===== src/rtl/imem_loader.sv =====
// Serial program loader: assembles MSB-first bytes into 32-bit words and writes them to instruction memory while stalling the CPU.
// Optional checksum byte after the end marker is enabled with `define IMEM_LOADER_CHECKSUM_EN.
module imem_loader #(
  parameter int unsigned MEM_DEPTH = 256,
  parameter logic [31:0] END_WORD  = 32'hFFFF_FFFF
) (
  input  logic                        clk,
  input  logic                        rst_n,
  input  logic                        load_start,
  input  logic                        byte_valid,
  input  logic [7:0]                  byte_data,
  input  logic [31:0]                 fetch_pc,
  output logic [31:0]                 imem_addr,
  output logic                        imem_we,
  output logic [31:0]                 imem_wdata,
  output logic                        cpu_stall,
  output logic                        load_done,
  output logic                        load_err,
  output logic [$clog2(MEM_DEPTH):0]  word_count
);

  localparam int unsigned    WCW        = $clog2(MEM_DEPTH) + 1;
  localparam logic [WCW-1:0] LAST_COUNT = WCW'(MEM_DEPTH);

`ifdef IMEM_LOADER_CHECKSUM_EN
  typedef enum logic [2:0] {IDLE, RECV, WRITE, DONE, CHECK} state_e;
`else
  typedef enum logic [2:0] {IDLE, RECV, WRITE, DONE} state_e;
`endif

  state_e         state_q, state_d;
  logic [31:0]    word_q, word_d;
  logic [1:0]     byte_cnt_q, byte_cnt_d;
  logic [WCW-1:0] word_count_q, word_count_d;
  logic           load_done_q, load_done_d;
  logic           load_err_q, load_err_d;
`ifdef IMEM_LOADER_CHECKSUM_EN
  logic [7:0]     xor_q, xor_d;
`endif

  always_ff @(posedge clk or negedge rst_n) begin
    if (!rst_n) begin
      state_q      <= IDLE;
      word_q       <= '0;
      byte_cnt_q   <= '0;
      word_count_q <= '0;
      load_done_q  <= 1'b0;
      load_err_q   <= 1'b0;
`ifdef IMEM_LOADER_CHECKSUM_EN
      xor_q        <= '0;
`endif
    end else begin
      state_q      <= state_d;
      word_q       <= word_d;
      byte_cnt_q   <= byte_cnt_d;
      word_count_q <= word_count_d;
      load_done_q  <= load_done_d;
      load_err_q   <= load_err_d;
`ifdef IMEM_LOADER_CHECKSUM_EN
      xor_q        <= xor_d;
`endif
    end
  end

  always_comb begin
    state_d      = state_q;
    word_d       = word_q;
    byte_cnt_d   = byte_cnt_q;
    word_count_d = word_count_q;
    load_done_d  = load_done_q;
    load_err_d   = load_err_q;
`ifdef IMEM_LOADER_CHECKSUM_EN
    xor_d        = xor_q;
`endif
    imem_we      = 1'b0;
    cpu_stall    = 1'b1;
    imem_addr    = 32'({word_count_q, 2'b00});

    case (state_q)
      IDLE: begin
        imem_addr = fetch_pc;
        cpu_stall = 1'b0;
        if (load_start) begin
          state_d      = RECV;
          load_done_d  = 1'b0;
          load_err_d   = 1'b0;
          word_count_d = '0;
          byte_cnt_d   = '0;
`ifdef IMEM_LOADER_CHECKSUM_EN
          xor_d        = '0;
`endif
        end
      end
      RECV: begin
        if (byte_valid) begin
          word_d     = {word_q[23:0], byte_data};
          byte_cnt_d = byte_cnt_q + 2'd1;
`ifdef IMEM_LOADER_CHECKSUM_EN
          xor_d      = xor_q ^ byte_data;
`endif
          if (byte_cnt_q == 2'd3) state_d = WRITE;
        end
      end
      WRITE: begin
        imem_we      = 1'b1;
        word_count_d = word_count_q + 1'b1;
        // The end marker wins over the depth limit when it lands in the last slot.
        if (word_q == END_WORD) begin
`ifdef IMEM_LOADER_CHECKSUM_EN
          state_d = CHECK;
`else
          state_d = DONE;
`endif
        end else if (word_count_d == LAST_COUNT) begin
          load_err_d = 1'b1;
          state_d    = DONE;
        end else begin
          state_d = RECV;
        end
      end
`ifdef IMEM_LOADER_CHECKSUM_EN
      CHECK: begin
        if (byte_valid) begin
          if (byte_data != xor_q) load_err_d = 1'b1;
          state_d = DONE;
        end
      end
`endif
      DONE: begin
        load_done_d = 1'b1;
        state_d     = IDLE;
      end
      default: state_d = IDLE;
    endcase
  end

  assign imem_wdata = word_q;
  assign load_done  = load_done_q;
  assign load_err   = load_err_q;
  assign word_count = word_count_q;

endmodule


===== config.mk =====
export PLATFORM = sky130hd
export DESIGN_NAME = imem_loader
export DESIGN_NICKNAME = d
export VERILOG_FILES = /design/src/rtl/imem_loader.sv
export SDC_FILE = /design/constraint.sdc
export NUM_CORES = 1
export LEC_CHECK = 0
export BUFFER_PORTS_ARGS = -buffer_cell sky130_fd_sc_hd__buf_2
export CAP_MARGIN = 5
export CELL_PAD_IN_SITES_DETAIL_PLACEMENT = 1
export CELL_PAD_IN_SITES_GLOBAL_PLACEMENT = 2
export CORE_MARGIN = 2
export CORE_UTILIZATION = 24
export CTS_CLUSTER_SIZE = 14
export DETAILED_ROUTE_END_ITERATION = 8
export GPL_TIMING_DRIVEN = 0
export PLACE_DENSITY_LB_ADDON = 0.1
export SYNTH_ARGS = -nofsm -noshare
export SYNTH_HDL_FRONTEND = slang
export SYNTH_SLANG_ARGS = --single-unit

===== constraint.sdc =====
create_clock -name clk -period 1.39 [get_ports clk]
set_input_delay 0.278 -clock clk [delete_from_list [all_inputs] [get_ports clk]]
set_output_delay 0.278 -clock clk [all_outputs]
set_load 0.1 [all_outputs]

### Word level (Yosys, flattened, before mapping)

Index checks and enable logic that the tools add are counted.

| operators by class | value |
|---|---|
| add/sub/neg operators | 2 |
| equality and inequality tests | 11 |
| mux-type cells | 19 |
| reductions and logical operators | 10 |

Operators by type and width:

| operator | number |
|---|---|
| 32-bit equality test, second input constant | 1 |
| 32-bit 2-to-1 mux | 1 |
| 9-bit one-hot mux with 2 select lines | 1 |
| 2-bit != test, second input constant | 5 |
| 9-bit by 1-bit adder with 9-bit output, second input constant | 1 |
| 9-bit equality test, second input constant | 1 |
| 3-bit 2-to-1 mux | 3 |
| 9-bit 2-to-1 mux | 1 |
| 3-bit one-hot mux with 3 select lines | 1 |
| 2-bit 2-to-1 mux | 4 |
| 3-bit by 2-bit equality test with 1-bit output, second input constant | 2 |
| 2-bit AND reduction | 3 |
| 3-bit AND reduction | 2 |
| 2-bit nonzero test | 3 |
| 1-bit 2-to-1 mux | 5 |
| 1-bit one-hot mux with 2 select lines | 2 |
| 2-bit one-hot mux with 2 select lines | 1 |
| 4-bit AND reduction | 1 |
| 3-bit by 1-bit equality test with 1-bit output, second input constant | 1 |
| 3-bit logical NOT | 1 |
| 2-bit by 1-bit adder with 2-bit output, second input constant | 1 |
| 2-bit equality test, second input constant | 1 |

| storage, ports and cells | value |
|---|---|
| register bits | 48 |
| input bits | 44 |
| output and inout bits | 77 |
| logic and storage cells | 48 |

### Logic depth before layout (Yosys ltp)

Gate-level depths: netlist of run 1.

| depth | value |
|---|---|
| word-level depth | 5 |
| depth in mapped cells | 6 |
| depth with buffers taken out | 6 |

### Worst setup path after synthesis of run 1

OpenSTA, ideal clock, no wires.

| path | value |
|---|---|
| path kind | register -> register |
| from | reg word_count_q[1], in the netlist word_count[1] |
| to | reg word_count_q[8], in the netlist word_count[8] |
| setup time | 0.166 ns |
| arrival | 2.042 ns |
| required time | 1.224 ns |
| path slack | -0.817 ns |
| cell stages (with the launch flop) | 7 |
| path buffers | 0 |
| period minus slack after synthesis | 2.207 ns |
| cells stage by stage | dfrtp_1 > ha_1 > and4_4 > nand4_4 > a21o_1 > nand2_1 > o31ai_1 |

| on the way | value |
|---|---|
| word-level cells in the longest chain between the ends | 2 |

Ends and longest elaborated chain:

| what | RTL line | RTL |
|---|---|---|
| start, declared | 34 | `logic [WCW-1:0] word_count_q, word_count_d;` |
| start signal, assigned | 56 | `word_count_q <= word_count_d;` |
| 9-bit by 1-bit adder with 9-bit output | 106 | `word_count_d = word_count_q + 1'b1;` |
| 9-bit one-hot mux with 2 select lines | 79 | `case (state_q)` |

No other way between the ends.
A chain may end at the register's enable or synchronous reset.

### Worst setup path after layout of run 1

| path | value |
|---|---|
| from | reg state_q[0] |
| to | out imem_addr[7] |

| on the way | value |
|---|---|
| word-level cells in the longest chain between the ends | 2 |

Ends and longest elaborated chain:

| what | RTL line | RTL |
|---|---|---|
| start, declared | 31 | `state_e state_q, state_d;` |
| start signal, assigned | 53 | `state_q <= state_d;` |
| 3-bit logical NOT | 79 |  |
| 32-bit 2-to-1 mux | 79 |  |
| end, declared | 13 | `output logic [31:0] imem_addr,` |

No other way between the ends.

==> flow_summary.yaml, run 1 <==
status:
  status: "finished with violations"
  violations: "setup timing"
synthesis:
  synth.area.top_cells: "dfrtp_1 (50%), mux2_1 (15%), and2_1 (6.1%), mux2_2 (4.3%), nand4_1 (2.4%)"
  yosysWarnings: 0
  synth_fp_nets: 246
  yosysUniqueCellTypes: 37
  syn_area_um2: 2347
  async_flop_share: 1.000
  synth_top_area_share: 0.5011
  synth_edf_count: 0
  yosysTopAreaCell: "dfrtp_1"
  syn_area_per_cell_um2: 11.74
  synth_cells: 200
  ys_seq_area_frac: 0.5011
  ys_seq_elements: 47
  ys.flop_type: "dfrtp_1"
clocking:
  clock_latency_ps: 310
  clock-sinks: 47
  cts_tree: "yes"
  hold_buffers: 0
  cts-root-buf: "clkbuf_8"
  clk_pin_slew_ps: 90
  htreeDepth: 2
  cts_made_buffers: 5
  cts_buffer_depth: 2
die:
  die_width_um: 102.9
  core_um2: 9639
  rows: 36
  ioPinCount: 121
  start_util: 0.2435
  die_h_um: 102.9
  die_area_um2: 10590
drt:
  highest_layer: "met4"
  wl_met1_um: 3702
  wl_per_cell_um: 17.49
  viasPerCell: 4.489
  num_vias: 2168
  drt_wl_total_um: 8447
  drc: 0
  first_pass_iters: 4
  drtIter0Drc: 38
  ant_nets: 0
  wl_met2_um: 4167
  met3WireLength_um: 499
placement:
  routabilityCongestion: 0.6597
  portBuffers: 120
  dp_hpwl_um: 5226
worst_setup_path:
  start_kind: "flip-flop"
  cpPeakStageDelay_ps: 380
  reg2reg_from: "state_q[1]"
  worstReg2RegEnd: "imem_wdata[16]"
  required_ps: 1110
  setup.worst_path.end_class: "output port"
  arrival_ps: 1650
  r2r_cells: 5
  crit_type: "reg2out"
  cp_cell_sequence: "buf_6 > nor2_4 > buf_8 > mux2_4 > buf_12"
  ff2ff_setup_slack_ps: -170
  path_max_fanout: 6
  crit_slowest_cell: "dfrtp_1"
worst_hold_path:
  hold_class: "in2async"
timing:
  setup_violations: 69
  clock.fmax_mhz: 518.3
  skew_ps: 7.712
  hold_slack_ps: 169.1
  slew_violations: 0
  period_share: 1.388
  worstMarginPinSlew_ps: 1122
  slew_headroom: 0.2517
  hold_viol: 0
  fin_crit_ps: 1929
  layout_setup_ws_ps: -539.4
  rsz0062_at_grt: "true"
global_route:
  grt_antenna_before_repair: 0
  grt_overflow: 0
  grt_pass1_wl_um: 12810
  track_usage: 0.1588
  grt_max_degree: 48
  grt_pass1_vias: 2360
flow_run:
  maxCapViolCount: 0
finish:
  antenna_cells: 0
  final_nets: 395
  drive_gt1_frac: 0.7971
  syn2layout_area_growth_pct: 95.36
## final cells by class
cell class              instances  area (um^2)
plain buffers                   8        97.59
clock buffers                   6        72.57
multi-input cells             140         1363
inverters                       3        20.02
fillers                      1038         5054
repair buffers                144         1562
flip-flops and latches         47         1292
clock inverters                 2        12.51
well taps                     133        166.4
## sequential cells by signal (all words and copies together), names as in the netlist
name / count
word_count: 9
byte_cnt_q: 2
load_err: 1
load_done: 1
imem_wdata: 32
state_q: 2
## metrics by stage
step / std cells / util / setup slack, ps / instance area (um^2) / TNS [ps]
finish: 483 / 0.4757 / -539.4 / 4586 / -20780
global placement: 453 / 0.3499 / -435.5 / 3373 / -16530
detailed placement: 453 / 0.3499 / -439.6 / 3373 / -16580
floorplan: 200 / - / -207.5 / 2606 / -3896
global route: 483 / 0.4757 / -612.9 / 4586 / -25300
CTS: 475 / 0.4509 / -574.8 / 4347 / -22940
## cells in the final DEF, fill, tap and decap left out, types with 6 or more instances in the layout
master    instances
buf_4            47
dfrtp_4          26
clkbuf_8          6
o21ai_1           6
o21ai_0           6
nand2_1          14
nand4_1           9
and2_4           23
buf_2            44
buf_6            15
mux2_4           38
dfrtp_1           6
dfrtp_2          15
buf_12           36
## worst max-delay path by stage
stage	from	end	slack, ps	depth (start not counted)
finish	state_q[0]	imem_addr[7]	-540	5
global route	state_q[0]	imem_addr[8]	-610	5
CTS	state_q[1]	imem_addr[10]	-570	5
detailed placement	state_q[0]	imem_addr[10]	-440	5
global placement	state_q[0]	imem_addr[8]	-440	5
floorplan	word_count[1]	word_count[8]	-210	6
## per-layer routing
metal	vias up	track usage
met5	-	0
met4	0	0.04251
met3	7	0.03458
met2	80	0.2722
met1	1078	0.2026
li1	1003	-
## worst max-delay path, delay by kind of cell (launching register included)
kind / cells / cell delay [ps]
flip-flops: 1 / 380
buffers and inverters: 3 / 470
AND/OR/NAND/NOR: 1 / 180
multiplexers: 1 / 320
## logic make-up (layout without fill, tap and decap cells)
group | Yosys count | count (layout) | synth area share
buf+inv | 13 | 163 | 0.03412
compound gates | 27 | 27 | 0.07889
flops | 47 | 47 | 0.5011
fa+ha+maj | 2 | 2 | 0.01066
simple gates | 69 | 69 | 0.1748
mux | 41 | 41 | 0.1967
xor+xnor | 1 | 1 | 0.003732
## cells in the mapped netlist (all sizes together) (3+ instances only)
cell,count
buf,8
o31ai,3
nor2,7
o21ai,13
mux2,41
nand2,15
nand3,6
nand4,10
and2,23
inv,3
nor4,3
a21oi,4
dfrtp,47
## repair_timing
| item | 4_1_cts | 5_1_grt |
|---|---|---|
| gates resized for setup | 195 | 45 |
| buffers inserted | 11 | 11 |
| pin swaps | 3 | 2 |
| gates cloned | 4 | 0 |
| setup endpoints to repair | 107 | 86 |
Power of run 1 is not shown: default switching activity piles up to over one toggle a cycle in this logic, so the estimate is an artifact.
==> inputs of run 2 (changes only) <==
--- a/config.mk
+++ b/config.mk
@@ -6,11 +6,10 @@
 export NUM_CORES = 1
 export LEC_CHECK = 0
 export BUFFER_PORTS_ARGS = -buffer_cell sky130_fd_sc_hd__buf_2
-export CAP_MARGIN = 5
 export CELL_PAD_IN_SITES_DETAIL_PLACEMENT = 1
 export CELL_PAD_IN_SITES_GLOBAL_PLACEMENT = 2
 export CORE_MARGIN = 2
-export CORE_UTILIZATION = 24
+export CORE_UTILIZATION = 27
 export CTS_CLUSTER_SIZE = 14
 export DETAILED_ROUTE_END_ITERATION = 8
 export GPL_TIMING_DRIVEN = 0
@@ -18,3 +17,4 @@
 export SYNTH_ARGS = -nofsm -noshare
 export SYNTH_HDL_FRONTEND = slang
 export SYNTH_SLANG_ARGS = --single-unit
+export TNS_END_PERCENT = 5
==> constraint.sdc (replaced) <==
create_clock -name clk -period 2.1 [get_ports clk]
set_input_delay 0.42 -clock clk [delete_from_list [all_inputs] [get_ports clk]]
set_output_delay 0.42 -clock clk [all_outputs]
set_load 0.1 [all_outputs]
==> flow_summary.yaml, run 2 (synthesis results as in run 1) <==
global_route:
  grt_max_degree: 48
  grt_antenna_before_repair: 0
  grt_overflow: 0
  grt_pass1_vias: 2025
  grt_pass1_wl_um: 10630
  track_usage: 0.1375
drt:
  first_pass_iters: 3
  num_vias: 2023
  wl_per_cell_um: 15.24
  drtIter0Drc: 39
  ant_nets: 0
  drc: 0
  drt_wl_total_um: 6753
  viasPerCell: 4.567
die:
  core_um2: 8593
  die_width_um: 97.24
  ioPinCount: 121
  rows: 34
  die_h_um: 97.24
  die_area_um2: 9456
  start_util: 0.2732
finish:
  drive_gt1_frac: 0.4985
  final_cell_mix: "buf_2 (91), dfrtp_1 (44), mux2_1 (32), and2_1 (23)"
  antenna_cells: 0
  final_common_cell: "buf_2"
  final_nets: 380
  multiInputGateArea_um2: 1126
  fill_cells: 947
  syn2layout_area_growth_pct: 55.65
  post-route-cell-area_um2: 3654
  largest_reg_flops: 32
  register_area_um2: 1180
timing:
  worstMarginPinSlew_ps: 1082
  rsz0062_at_grt: "true"
  slew_violations: 0
  slew_headroom: 0.2785
  hold_viol: 0
  period_share: 0.9973
  setup_violations: 0
  skew_ps: 10.40
  fin_crit_ps: 2094
  clock.fmax_mhz: 477.5
worst_hold_path:
  hold_class: "in2async"
worst_setup_path:
  arrival_ps: 1670
  path_max_fanout: 5
  crit_type: "reg2out"
  required_ps: 1680
  start_kind: "flip-flop"
  setup.worst_path.end_class: "output port"
flow_run:
  maxCapViolCount: 0
placement:
  dp_hpwl_um: 4807
  routabilityCongestion: 0.7648
  portBuffers: 120
  placed_area_um2: 3085
clocking:
  cts_buffer_depth: 2
  htreeDepth: 2
  cts_tree: "yes"
  clock_latency_ps: 300
  cts_made_buffers: 5
  clock-sinks: 47
  clk_pin_slew_ps: 90
  cts-root-buf: "clkbuf_8"
status:
  status: "completed"
[run 2: cell types whose count changed in the layout (fill, tap and decap cells not counted), sizes merged]
cell,delta
buf,-14
inv,+2
bufbuf,-1
clkinv,-1
clkinvlp,-1
[run 2: area by class of cell]
cell class                 instances  area share
sequential                        47      0.3229
multi-input combinational        140      0.3082
timing repair buffer             128      0.2812
tap                              108     0.03699
buffer                             9     0.02329
clock buffer                       6     0.01986
clock inverter                     2    0.004452
inverter                           3    0.003082
[run 2: worst max-delay path, stage by stage (launching register included)]
cell	delay [ps]
dfrtp_1	390
buf_6	130
nor2_4	120
buf_6	130
buf_8	120
mux2_4	310
buf_12	170
[run 2: final timing paths]
check	from	end	slack [ps]	depth (start not counted)
max	state_q[1]	imem_addr[7]	6	6
min in group clk	byte_data[0]	imem_wdata[0]	320	2
min reg2reg	byte_cnt_q[0]	byte_cnt_q[0]	500	1
min	rst_n	imem_wdata[2]	320	1
max reg2reg	word_count[0]	state_q[1]	480	6
max in group asynchronous	rst_n	word_count[1]	1060	1
[run 2: what timing repair did]
item | in CTS | in global routing
gates cloned | 1 | 0
setup buffers | 5 | 2
pin swaps | 1 | 1
setup endpoints to repair | 33 | 33
gates resized for setup | 53 | 72
hold buffers | 0 | 0
[run 2: per-layer routing]
| layer | wire length, um | track usage | share of wire |
|---|---|---|---|
| met1 | 3009 | 0.1850 | 0.45 |
| met2 | 3395 | 0.2302 | 0.50 |
| met3 | 289 | 0.02878 | 0.043 |
| met4 | 58 | 0.02885 | 0.0086 |
| met5 | 0 | 0 | 0 |
[run 2: through the flow]
step / setup TNS [ps] / util / hold slack, ps / cells / worst slack (ps)
finish: 0 / 0.4252 / 317.7 / 443 / 5.715
detailed placement: -3207 / 0.3591 / 481.7 / 428 / -134.4
global placement: -1773 / 0.3591 / 482.0 / 428 / -89.00
global route: -472.8 / 0.4252 / 323.7 / 443 / -47.69
CTS: -211.1 / 0.3918 / 316.0 / 441 / -37.91
floorplan: -1198 / - / 124.4 / 200 / -63.02
Power of run 2 is left out for the same reason.
